## src/rtl/ifft_n4_base_n2.sv

```systemverilog
`default_nettype none
// ============================================================================
// Module   : ifft_n4_base_n2
// Brief    : Streaming 4-point radix-2 inverse DFT, serial in / serial out.
// Revision : 1.0 - initial release
// ============================================================================
module ifft_n4_base_n2 #(
    parameter int DATA_WIDTH = 33,
    parameter bit SCALE_EN   = 1'b0
) (
    input  logic                  sys_clk_i,
    input  logic                  rst_n_i,
    input  logic                  data_in_flag_i,
    input  logic [DATA_WIDTH-1:0] xk_real_i,
    input  logic [DATA_WIDTH-1:0] xk_imag_i,
    output logic                  data_out_flag_o,
    output logic                  data_out_valid_o,
    output logic [DATA_WIDTH+1:0] xn_real_o,
    output logic [DATA_WIDTH+1:0] xn_imag_o,
    output logic                  frame_abort_o
);

    localparam int S1_W  = DATA_WIDTH + 1;
    localparam int OUT_W = DATA_WIDTH + 2;

    typedef enum logic [0:0] {
        ST_IDLE    = 1'b0,
        ST_COLLECT = 1'b1
    } state_t;

    // ------------------------------------------------------------------
    // Input collector
    // ------------------------------------------------------------------
    state_t                state_q, state_d;
    logic [1:0]            idx_q, idx_d;
    logic [DATA_WIDTH-1:0] xr_q [4];
    logic [DATA_WIDTH-1:0] xr_d [4];
    logic [DATA_WIDTH-1:0] xi_q [4];
    logic [DATA_WIDTH-1:0] xi_d [4];
    logic                  full_q, full_d;
    logic                  abort_q, abort_d;

    always_comb begin
        state_d = state_q;
        idx_d   = idx_q;
        full_d  = 1'b0;
        abort_d = 1'b0;
        for (int i = 0; i < 4; i++) begin
            xr_d[i] = xr_q[i];
            xi_d[i] = xi_q[i];
        end
        if (data_in_flag_i) begin
            // A flag always starts a fresh frame; a partial one is dropped.
            abort_d = (state_q == ST_COLLECT);
            xr_d[0] = xk_real_i;
            xi_d[0] = xk_imag_i;
            state_d = ST_COLLECT;
            idx_d   = 2'd1;
        end else if (state_q == ST_COLLECT) begin
            xr_d[idx_q] = xk_real_i;
            xi_d[idx_q] = xk_imag_i;
            idx_d       = idx_q + 2'd1;
            if (idx_q == 2'd3) begin
                state_d = ST_IDLE;
                full_d  = 1'b1;
            end
        end
    end

    // ------------------------------------------------------------------
    // Stage 1 butterflies
    // ------------------------------------------------------------------
    function automatic logic signed [S1_W-1:0] ext1(input logic [DATA_WIDTH-1:0] v);
        return {v[DATA_WIDTH-1], v};
    endfunction

    logic signed [S1_W-1:0] a0r_q, a0i_q, a1r_q, a1i_q;
    logic signed [S1_W-1:0] b0r_q, b0i_q, b1r_q, b1i_q;
    logic signed [S1_W-1:0] a0r_d, a0i_d, a1r_d, a1i_d;
    logic signed [S1_W-1:0] b0r_d, b0i_d, b1r_d, b1i_d;
    logic                   s1_vld_q, s1_vld_d;

    always_comb begin
        s1_vld_d = full_q;
        a0r_d = a0r_q;
        a0i_d = a0i_q;
        a1r_d = a1r_q;
        a1i_d = a1i_q;
        b0r_d = b0r_q;
        b0i_d = b0i_q;
        b1r_d = b1r_q;
        b1i_d = b1i_q;
        if (full_q) begin
            a0r_d = ext1(xr_q[0]) + ext1(xr_q[2]);
            a0i_d = ext1(xi_q[0]) + ext1(xi_q[2]);
            a1r_d = ext1(xr_q[0]) - ext1(xr_q[2]);
            a1i_d = ext1(xi_q[0]) - ext1(xi_q[2]);
            b0r_d = ext1(xr_q[1]) + ext1(xr_q[3]);
            b0i_d = ext1(xi_q[1]) + ext1(xi_q[3]);
            b1r_d = ext1(xr_q[1]) - ext1(xr_q[3]);
            b1i_d = ext1(xi_q[1]) - ext1(xi_q[3]);
        end
    end

    // ------------------------------------------------------------------
    // Stage 2 (twiddle +j) with optional divide-by-4, feeding the serializer
    // ------------------------------------------------------------------
    function automatic logic signed [OUT_W-1:0] ext2(input logic signed [S1_W-1:0] v);
        return {v[S1_W-1], v};
    endfunction

    function automatic logic signed [OUT_W-1:0] scl(input logic signed [OUT_W-1:0] v);
        if (SCALE_EN) begin
            return v >>> 2;
        end
        return v;
    endfunction

    logic signed [OUT_W-1:0] w_x0r, w_x0i, w_x1r, w_x1i;
    logic signed [OUT_W-1:0] w_x2r, w_x2i, w_x3r, w_x3i;

    always_comb begin
        w_x0r = scl(ext2(a0r_q) + ext2(b0r_q));
        w_x0i = scl(ext2(a0i_q) + ext2(b0i_q));
        w_x2r = scl(ext2(a0r_q) - ext2(b0r_q));
        w_x2i = scl(ext2(a0i_q) - ext2(b0i_q));
        w_x1r = scl(ext2(a1r_q) - ext2(b1i_q));
        w_x1i = scl(ext2(a1i_q) + ext2(b1r_q));
        w_x3r = scl(ext2(a1r_q) + ext2(b1i_q));
        w_x3i = scl(ext2(a1i_q) - ext2(b1r_q));
    end

    // ------------------------------------------------------------------
    // Output serializer
    // ------------------------------------------------------------------
    logic signed [OUT_W-1:0] shr_q [3];
    logic signed [OUT_W-1:0] shr_d [3];
    logic signed [OUT_W-1:0] shi_q [3];
    logic signed [OUT_W-1:0] shi_d [3];
    logic [1:0]              cnt_q, cnt_d;
    logic                    out_flag_q, out_flag_d;
    logic                    out_valid_q, out_valid_d;
    logic [OUT_W-1:0]        out_re_q, out_re_d;
    logic [OUT_W-1:0]        out_im_q, out_im_d;

    always_comb begin
        for (int i = 0; i < 3; i++) begin
            shr_d[i] = shr_q[i];
            shi_d[i] = shi_q[i];
        end
        cnt_d       = cnt_q;
        out_flag_d  = 1'b0;
        out_valid_d = 1'b0;
        out_re_d    = '0;
        out_im_d    = '0;
        if (s1_vld_q) begin
            out_flag_d  = 1'b1;
            out_valid_d = 1'b1;
            out_re_d    = w_x0r;
            out_im_d    = w_x0i;
            shr_d[0]    = w_x1r;
            shi_d[0]    = w_x1i;
            shr_d[1]    = w_x2r;
            shi_d[1]    = w_x2i;
            shr_d[2]    = w_x3r;
            shi_d[2]    = w_x3i;
            cnt_d       = 2'd3;
        end else if (cnt_q != 2'd0) begin
            out_valid_d = 1'b1;
            out_re_d    = shr_q[0];
            out_im_d    = shi_q[0];
            shr_d[0]    = shr_q[1];
            shi_d[0]    = shi_q[1];
            shr_d[1]    = shr_q[2];
            shi_d[1]    = shi_q[2];
            shr_d[2]    = '0;
            shi_d[2]    = '0;
            cnt_d       = cnt_q - 2'd1;
        end
    end

    // ------------------------------------------------------------------
    // State registers
    // ------------------------------------------------------------------
    always_ff @(posedge sys_clk_i or negedge rst_n_i) begin
        if (!rst_n_i) begin
            state_q     <= ST_IDLE;
            idx_q       <= 2'd0;
            full_q      <= 1'b0;
            abort_q     <= 1'b0;
            for (int i = 0; i < 4; i++) begin
                xr_q[i] <= '0;
                xi_q[i] <= '0;
            end
            s1_vld_q    <= 1'b0;
            a0r_q       <= '0;
            a0i_q       <= '0;
            a1r_q       <= '0;
            a1i_q       <= '0;
            b0r_q       <= '0;
            b0i_q       <= '0;
            b1r_q       <= '0;
            b1i_q       <= '0;
            for (int i = 0; i < 3; i++) begin
                shr_q[i] <= '0;
                shi_q[i] <= '0;
            end
            cnt_q       <= 2'd0;
            out_flag_q  <= 1'b0;
            out_valid_q <= 1'b0;
            out_re_q    <= '0;
            out_im_q    <= '0;
        end else begin
            state_q     <= state_d;
            idx_q       <= idx_d;
            full_q      <= full_d;
            abort_q     <= abort_d;
            for (int i = 0; i < 4; i++) begin
                xr_q[i] <= xr_d[i];
                xi_q[i] <= xi_d[i];
            end
            s1_vld_q    <= s1_vld_d;
            a0r_q       <= a0r_d;
            a0i_q       <= a0i_d;
            a1r_q       <= a1r_d;
            a1i_q       <= a1i_d;
            b0r_q       <= b0r_d;
            b0i_q       <= b0i_d;
            b1r_q       <= b1r_d;
            b1i_q       <= b1i_d;
            for (int i = 0; i < 3; i++) begin
                shr_q[i] <= shr_d[i];
                shi_q[i] <= shi_d[i];
            end
            cnt_q       <= cnt_d;
            out_flag_q  <= out_flag_d;
            out_valid_q <= out_valid_d;
            out_re_q    <= out_re_d;
            out_im_q    <= out_im_d;
        end
    end

    assign data_out_flag_o  = out_flag_q;
    assign data_out_valid_o = out_valid_q;
    assign xn_real_o        = out_re_q;
    assign xn_imag_o        = out_im_q;
    assign frame_abort_o    = abort_q;

endmodule
`default_nettype wire

```

## config.mk

```make
export PLATFORM = sky130hd
export DESIGN_NAME = ifft_n4_base_n2
export DESIGN_NICKNAME = d
export VERILOG_FILES = /design/src/rtl/ifft_n4_base_n2.sv
export SDC_FILE = /design/constraint.sdc
export NUM_CORES = 2
export LEC_CHECK = 0
export CORE_MARGIN = 2
export CORE_UTILIZATION = 55
export DETAILED_ROUTE_END_ITERATION = 6
export GPL_TIMING_DRIVEN = 0
export PLACE_DENSITY = 0.69
export SYNTH_ARGS = -nofsm -noshare
export SYNTH_HDL_FRONTEND = slang
export SYNTH_SLANG_ARGS = --single-unit
```

## constraint.sdc

```tcl
create_clock -name sys_clk_i -period 4.23 [get_ports sys_clk_i]
set_input_delay 1.269 -clock sys_clk_i [delete_from_list [all_inputs] [get_ports sys_clk_i]]
set_output_delay 1.269 -clock sys_clk_i [all_outputs]
set_load 0.1 [all_outputs]
```

==> impl_metrics.yaml <==
outcome:
  status: "finished, violations left"
  violations: "capacitance limit, slew limit, setup timing"
sta:
  tightest_slew_ps: 1505
  rsz0062_at_grt: "no"
  fmax_mhz: 232.2
  fin_setup_tns_ps: -233.5
  maxSlewHeadroom_pct: -0.3545
  slew_violations: 10
  worst_slack_ps: -76.56
  worst_clock_skew_ps: 35.98
  post-route-min-period_ps: 4307
  period_share_pct: 101.8
  timing.hold.ws_ps: 475.4
  finalHoldViolCount: 0
  setup_violations: 4
layout:
  final_cell_mix: "dfrtp_1 (821), a21oi_1 (638), nor2_1 (564)"
  layout.nets: 7618
  layout_commonest_cell: "dfrtp_1"
  layout.cells.non_filler: 8475
  design_area_mm2: 0.06566
  area.growth.synth_to_final_pct: 11.27
  drive_above_1_share_pct: 7.995
placed_design:
  place_inst: 8298
  dpl_cell_area_mm2: 0.06238
  place_congestion: 1.037
  port_buffers: 141
  dp.final_hpwl_mm: 175.0
critical_path:
  crit_start: "s1_vld_q"
  r2r-start: "s1_vld_q"
  critPathCaptureType: "flip-flop"
  critPathLaunchType: "flip-flop"
  cp.required_ps: 4840
  cp_max_fo: 10
  setup.worst_path.class: "flip-flop to flip-flop"
  cp.arrival_ps: 4920
yosys:
  synth_warnings: 0
  synthFlopType: "dfrtp_1"
  synth_edf_count: 0
  synth-seq-cells: 822
  avgSynthCellArea_um2: 8.747
  synth.distinct_cells: 98
  synthArstFlopShare_pct: 100.0
  syn_area_mm2: 0.05901
  synthCells: 6746
  yosysSeqAreaShare_pct: 34.86
  syn_nets: 7372
die:
  row_count: 120
  fp.dieArea_mm2: 0.1099
  start_util_pct: 55.27
  coreArea_mm2: 0.1068
  pin_count: 142
  die_h_um: 331.5
  dieWidth_um: 331.5
grt:
  grt_max_degree: 127
  grt_pass1_vias: 48160
  antenna_found_initial: 12
  grt_usage_pct: 38.23
  grt_pass1_wl_mm: 314.0
  grt.overflow.total: 0
cts:
  cts_root_buf: "clkbuf_16"
  cts_hold_buf: 0
  cts_tree: "yes"
  clkSinkCount: 822
  h-tree-depth: 3
  clk_pin_slew_ps: 60
  clk_path_buf_depth: 3
  cts_buffers: 93
  clkLatencyLatePin_ps: 720
routing:
  wl_mm: 214.9
  ant_nets: 0
  viasPerCell: 6.124
  drtPass1Iterations: 6
  wire_per_inst_um: 25.36
  first_iter_violations: 6158
  remaining_drc_errors: 0
  via_count: 51900
min_path:
  min-delay-start: "shr_q[28]"
  hold_class: "flip-flop to flip-flop"
flow_run:
  cap_violations: 2
-- cells in the mapped netlist (26+ instances only) --
master    number  share of area, %
nor2_1       564               3.6
nand3_1       87              0.74
o31ai_1       71              0.90
a21oi_1      638               5.4
a21o_1       103               1.3
a31oi_1       48              0.51
inv_1        522               3.3
nand2b_1      78              0.83
mux2i_1      137               2.3
nor2b_1       79              0.84
nand2_1      550               3.5
o21bai_1     114               1.5
or3_1         38              0.40
buf_2         49              0.42
o21ai_0      538               4.6
buf_1         37              0.24
nor3_1       117              0.99
o21a_1        33              0.42
nor4_1        52              0.55
dfrtp_1      822                35
xor2_1        77               1.1
ha_1         541                11
clkbuf_1     272               1.7
mux2_2       272               5.2
o211ai_1      26              0.33
a211oi_1      63              0.80
xnor2_1      373               5.5
nand4_1       31              0.33
-- what timing repair did --
| action | in CTS | in global routing |
|---|---|---|
| endpoints found under the setup margin | 6 | 11 |
| resized for setup | 5 | 7 |
| setup buffers | 0 | 2 |
| pin swaps | 1 | 1 |
-- sequential cells by signal, indices dropped and copies added, names as in the netlist, 2 cells and up --
signal,flops
a0r_q,34
xn_real_o,35
cnt_q,2
shr_q,105
idx_q,2
b1i_q,33
a0i_q,34
xn_imag_o,35
xi_q,132
a1r_q,33
xr_q,132
b0i_q,34
a1i_q,33
shi_q,105
b0r_q,34
b1r_q,33
-- path summary, 6_finish.rpt --
kind | cells past startpoint | slack, ps | to
max reg2reg | 6 | -80 | shr_q[99]
min | 2 | 480 | shr_q[28]
max | 6 | -80 | shr_q[99]
min reg2reg | 2 | 480 | shr_q[28]
min in group asynchronous | 1 | 490 | xr_q[61]
max in group asynchronous | 5 | 1280 | shi_q[72]
-- logic make-up (layout without fill, tap and decap cells) --
kind of cell | after synthesis | after routing | synth area share (%)
buffers and inverters | 897 | 1218 | 5.857
AOI/OAI and AO/OA | 1910 | 1910 | 20.05
adders and majority gates | 557 | 557 | 12.01
and+or+nand+nor | 1701 | 1701 | 13.03
other | 0 | 5 | 0
muxes | 409 | 409 | 7.515
xor gates and xnor gates | 450 | 450 | 6.680
DFF | 822 | 822 | 34.86
-- stage by stage --
step | utilization, % | worst slack (ps)
2_1_floorplan | - | 1079
3_3_place_gp | 58.24 | -34550
3_5_place_dp | 58.43 | -315.9
4_1_cts | 61.45 | 43.93
5_1_grt | 61.49 | 3.851
6_report | 61.50 | -76.56
-- layer usage --
metal / vias up / wire, um / GRT usage [%]
met5: - / 24 / 0
met4: 4 / 8943 / 14.19
met3: 314 / 23510 / 10.34
met1: 25400 / 99420 / 58.25
met2: 2259 / 83050 / 51.01
li1: 23930 / - / -
-- layout make-up --
| class | count | area (um2) |
|---|---|---|
| fill | 9419 | 41090 |
| multi-input combinational | 5027 | 35030 |
| clock buffer | 124 | 2584 |
| inverter | 533 | 2001 |
| sequential | 822 | 20570 |
| timing repair buffer | 151 | 1632 |
| tap | 1403 | 1755 |
| buffer | 364 | 1455 |
| antenna | 5 | 12.51 |
| clock inverter | 46 | 614.3 |
-- critical path, cell delays in order (launching register included) --
cell and delay [ps]:
dfrtp_1 670, clkbuf_1 510, clkbuf_1 800, clkbuf_1 790
buf_1 940, nand3_1 330, o21ai_0 160
Power is not shown: default switching activity piles up to over one toggle a cycle in this logic, so the estimate is an artifact.
==> RTL change (config.mk and constraints unchanged) <==
Put one more register stage on the output `xn_real_o`, with the module's reset. The value now appears one clock later. The other outputs are not delayed to match.
--- a/src/rtl/ifft_n4_base_n2.sv
+++ b/src/rtl/ifft_n4_base_n2.sv
@@ -242,7 +242,13 @@
 
     assign data_out_flag_o  = out_flag_q;
     assign data_out_valid_o = out_valid_q;
-    assign xn_real_o        = out_re_q;
+    always_ff @(posedge sys_clk_i or negedge rst_n_i) begin
+        if (!rst_n_i) begin
+            xn_real_o <= '0;
+        end else begin
+            xn_real_o <= out_re_q;
+        end
+    end
     assign xn_imag_o        = out_im_q;
     assign frame_abort_o    = abort_q;
 
Behaviour: no difference found for any inputs over 4 cycles, from zero or initial values and one cycle with rst_n_i low; that may be too few to reach the edited logic, so the function may still have changed.
==> RTL change against the original RTL <==
- the flow finishes with violations (negative setup slack)
- design area grew 1.5%
- wire length is 1.1% lower
- synthesized area rose by 1.3%
- worst setup slack improved by 0.0054 ns
- synthesized cell count down 0.61%
- sequential cell count is 35 higher
- first-iteration DRC count increased by 12%
Power is not shown: default switching activity piles up to over one toggle a cycle in this logic, so the estimate is an artifact.
==> RTL change: results (changes against the original RTL) <==
stage;metric;value;unit;change
final_layout;share of post-route cells with drive strength above 1;0.08433;;+0.004380
final_layout;Fill cells;9374;;-0.48%
detailed_routing;M1 wire length;95900;µm;-3.5%
synthesis;sequential area share after synthesis;0.3589;;+0.01033
place;DP HPWL;172000;µm;-1.7%
detailed_routing;metal3 WL;23960;µm;+1.9%
detailed_routing;Met2 Wirelength;84640;µm;+1.9%
synthesis;most instantiated cells after synthesis;dfrtp_1 (857), a21oi_1 (609), nor2_1 (564);;
place;IO buf count;141;;unchanged
detailed_routing;vias;52370;;+0.91%
place;Routability Congestion;1.001;;-3.5%
detailed_routing;1st-iter DRT viols;6927;;+12%
synthesis;syn nets;7331;;-0.56%
timing;Final setup violation count;4;;unchanged
cts;htree depth;3;;unchanged
cts;clk_lat worst skew;0.72;ns;about the same
min_path;Hold Path Class;flop to flop;;
outcome;failing checks;negative setup slack;;
synthesis;Area contributors post-synth;dfrtp_1 (36%), ha_1 (11%), xnor2_1 (5.7%);;
timing;fin. max-slew vios;0;;-10
global_routing;All-Layer GR Usage;0.3767;;-0.005593
synthesis;count of different cell masters after synthesis;103;;+5.1%
timing;final worst setup slack;-0.07113;ns;+0.005433 ns
worst_setup_path;critical path arrival;4.92;ns;about the same
global_routing;first-pass GRT wire length;313900;µm;about the same
detailed_routing;top layer in use;met5;;
global_routing;initial antenna violation count;11;;-1
final_layout;Regs by FF count;xi_q (132), xr_q (132);;
global_routing;largest net degree at the start of global routing;124;;-2.4%
detailed_routing;overall routed net length;212600;µm;-1.1%
synthesis;synthesized area per cell;8.911;µm²;+1.9%
cts;post-CTS setup repair buffer count;0;;unchanged
outcome;status;finished, violations left;;
detailed_routing;drt pass-1 iters;6;;unchanged
cts;CTS Root Cell;clkbuf_16;;
synthesis;Post-synth ARST share;1.000;;unchanged
global_routing;vias in the first global route;48320;;+0.33%
worst_setup_path;worst-path fanout max;10;;unchanged
cts;Longest Clk Path Bufs;3;;unchanged
timing;Worst slew margin;0.05296;;+0.05650
cts;CTS buffer count;96;;+3.2%
place;Cell Count Post-Placement;8256;;-0.51%
final_layout;Nets;7576;;-0.55%
detailed_routing;detail-routed via count per cell;6.204;;+1.3%
synthesis;yosys warns;0;;unchanged
place;Area after DPL;63110;µm²;+1.2%
cts;clk slew on worst S/H paths;0.06;ns;about the same
timing;Clock Skew;0.02410;ns;-0.01188 ns
## RTL change: layout make-up
class,count,area share
Tap cell,1403,0.02635
Antenna cell,7,0.0002629
Clock inverter,49,0.009090
Clock buffer,131,0.04211
Inverter,534,0.03009
Multi-Input combinational cell,4939,0.5225
Sequential cell,857,0.3219
Buffer,374,0.02357
Timing Repair Buffer,148,0.02415
## RTL change: repair_timing
action                     4_1_cts  5_1_grt
cloned                           0        0
resized for setup                2       19
setup endpoints to repair        5       29
hold buffers                     0        0
## RTL change: worst max-delay path, stage by stage, from the launching register on
cell,delay (ns)
dfrtp_1,0.34
clkbuf_1,0.57
clkbuf_1,0.73
clkbuf_1,0.62
buf_1,0.99
nand3_1,0.70
o21ai_0,0.23
## RTL change: cells by family (layout without fill, tap and decap cells)
kind of cell,Yosys count,in the layout,synth area share
DFF,857,857,0.3589
xor gates and xnor gates,448,448,0.06567
and+or+nand+nor,1629,1629,0.1244
muxes,398,398,0.07244
other,0,7,0
adders and majority gates,557,557,0.1187
buffers and inverters,909,1236,0.05964
AOI/OAI and AO/OA,1907,1907,0.2003
## RTL change: worst paths after layout
| check | to | cells after the start | start |
|---|---|---|---|
| max in group asynchronous | shr_q[104]$_DFFE_PN0P_ | 3 | rst_n_i |
| worst min-delay path | xn_real_o[16]$_DFF_PN0_ | 0 | out_re_q[16]$_DFF_PN0_ |
| worst max-delay path | b1r_q[11]$_DFFE_PN0P_ | 6 | full_q$_DFF_PN0_ |
| min in group asynchronous | xi_q[114]$_DFFE_PN0P_ | 1 | rst_n_i |
| worst max register to register | b1r_q[11]$_DFFE_PN0P_ | 6 | full_q$_DFF_PN0_ |
| worst min register to register | xn_real_o[16]$_DFF_PN0_ | 0 | out_re_q[16]$_DFF_PN0_ |
## RTL change: per-layer routing
metal	global-route usage	vias to the layer above
li1	-	23830
met1	0.5631	25750
met2	0.5232	2426
met3	0.1011	363
met4	0.1229	8
met5	0	-
## RTL change: through the flow
stage,hold slack [ns],setup TNS (ns),util,setup WS (ns)
finish,0.3460,-0.09676,0.6206,-0.07113
global route,0.3492,0,0.6204,0.006058
CTS,0.3481,0,0.6198,0.05176
detailed placement,0.3347,-7.589,0.5879,-0.3480
global placement,0.3337,-,0.5860,-36.34
floorplan,0.3312,0,-,0.9298
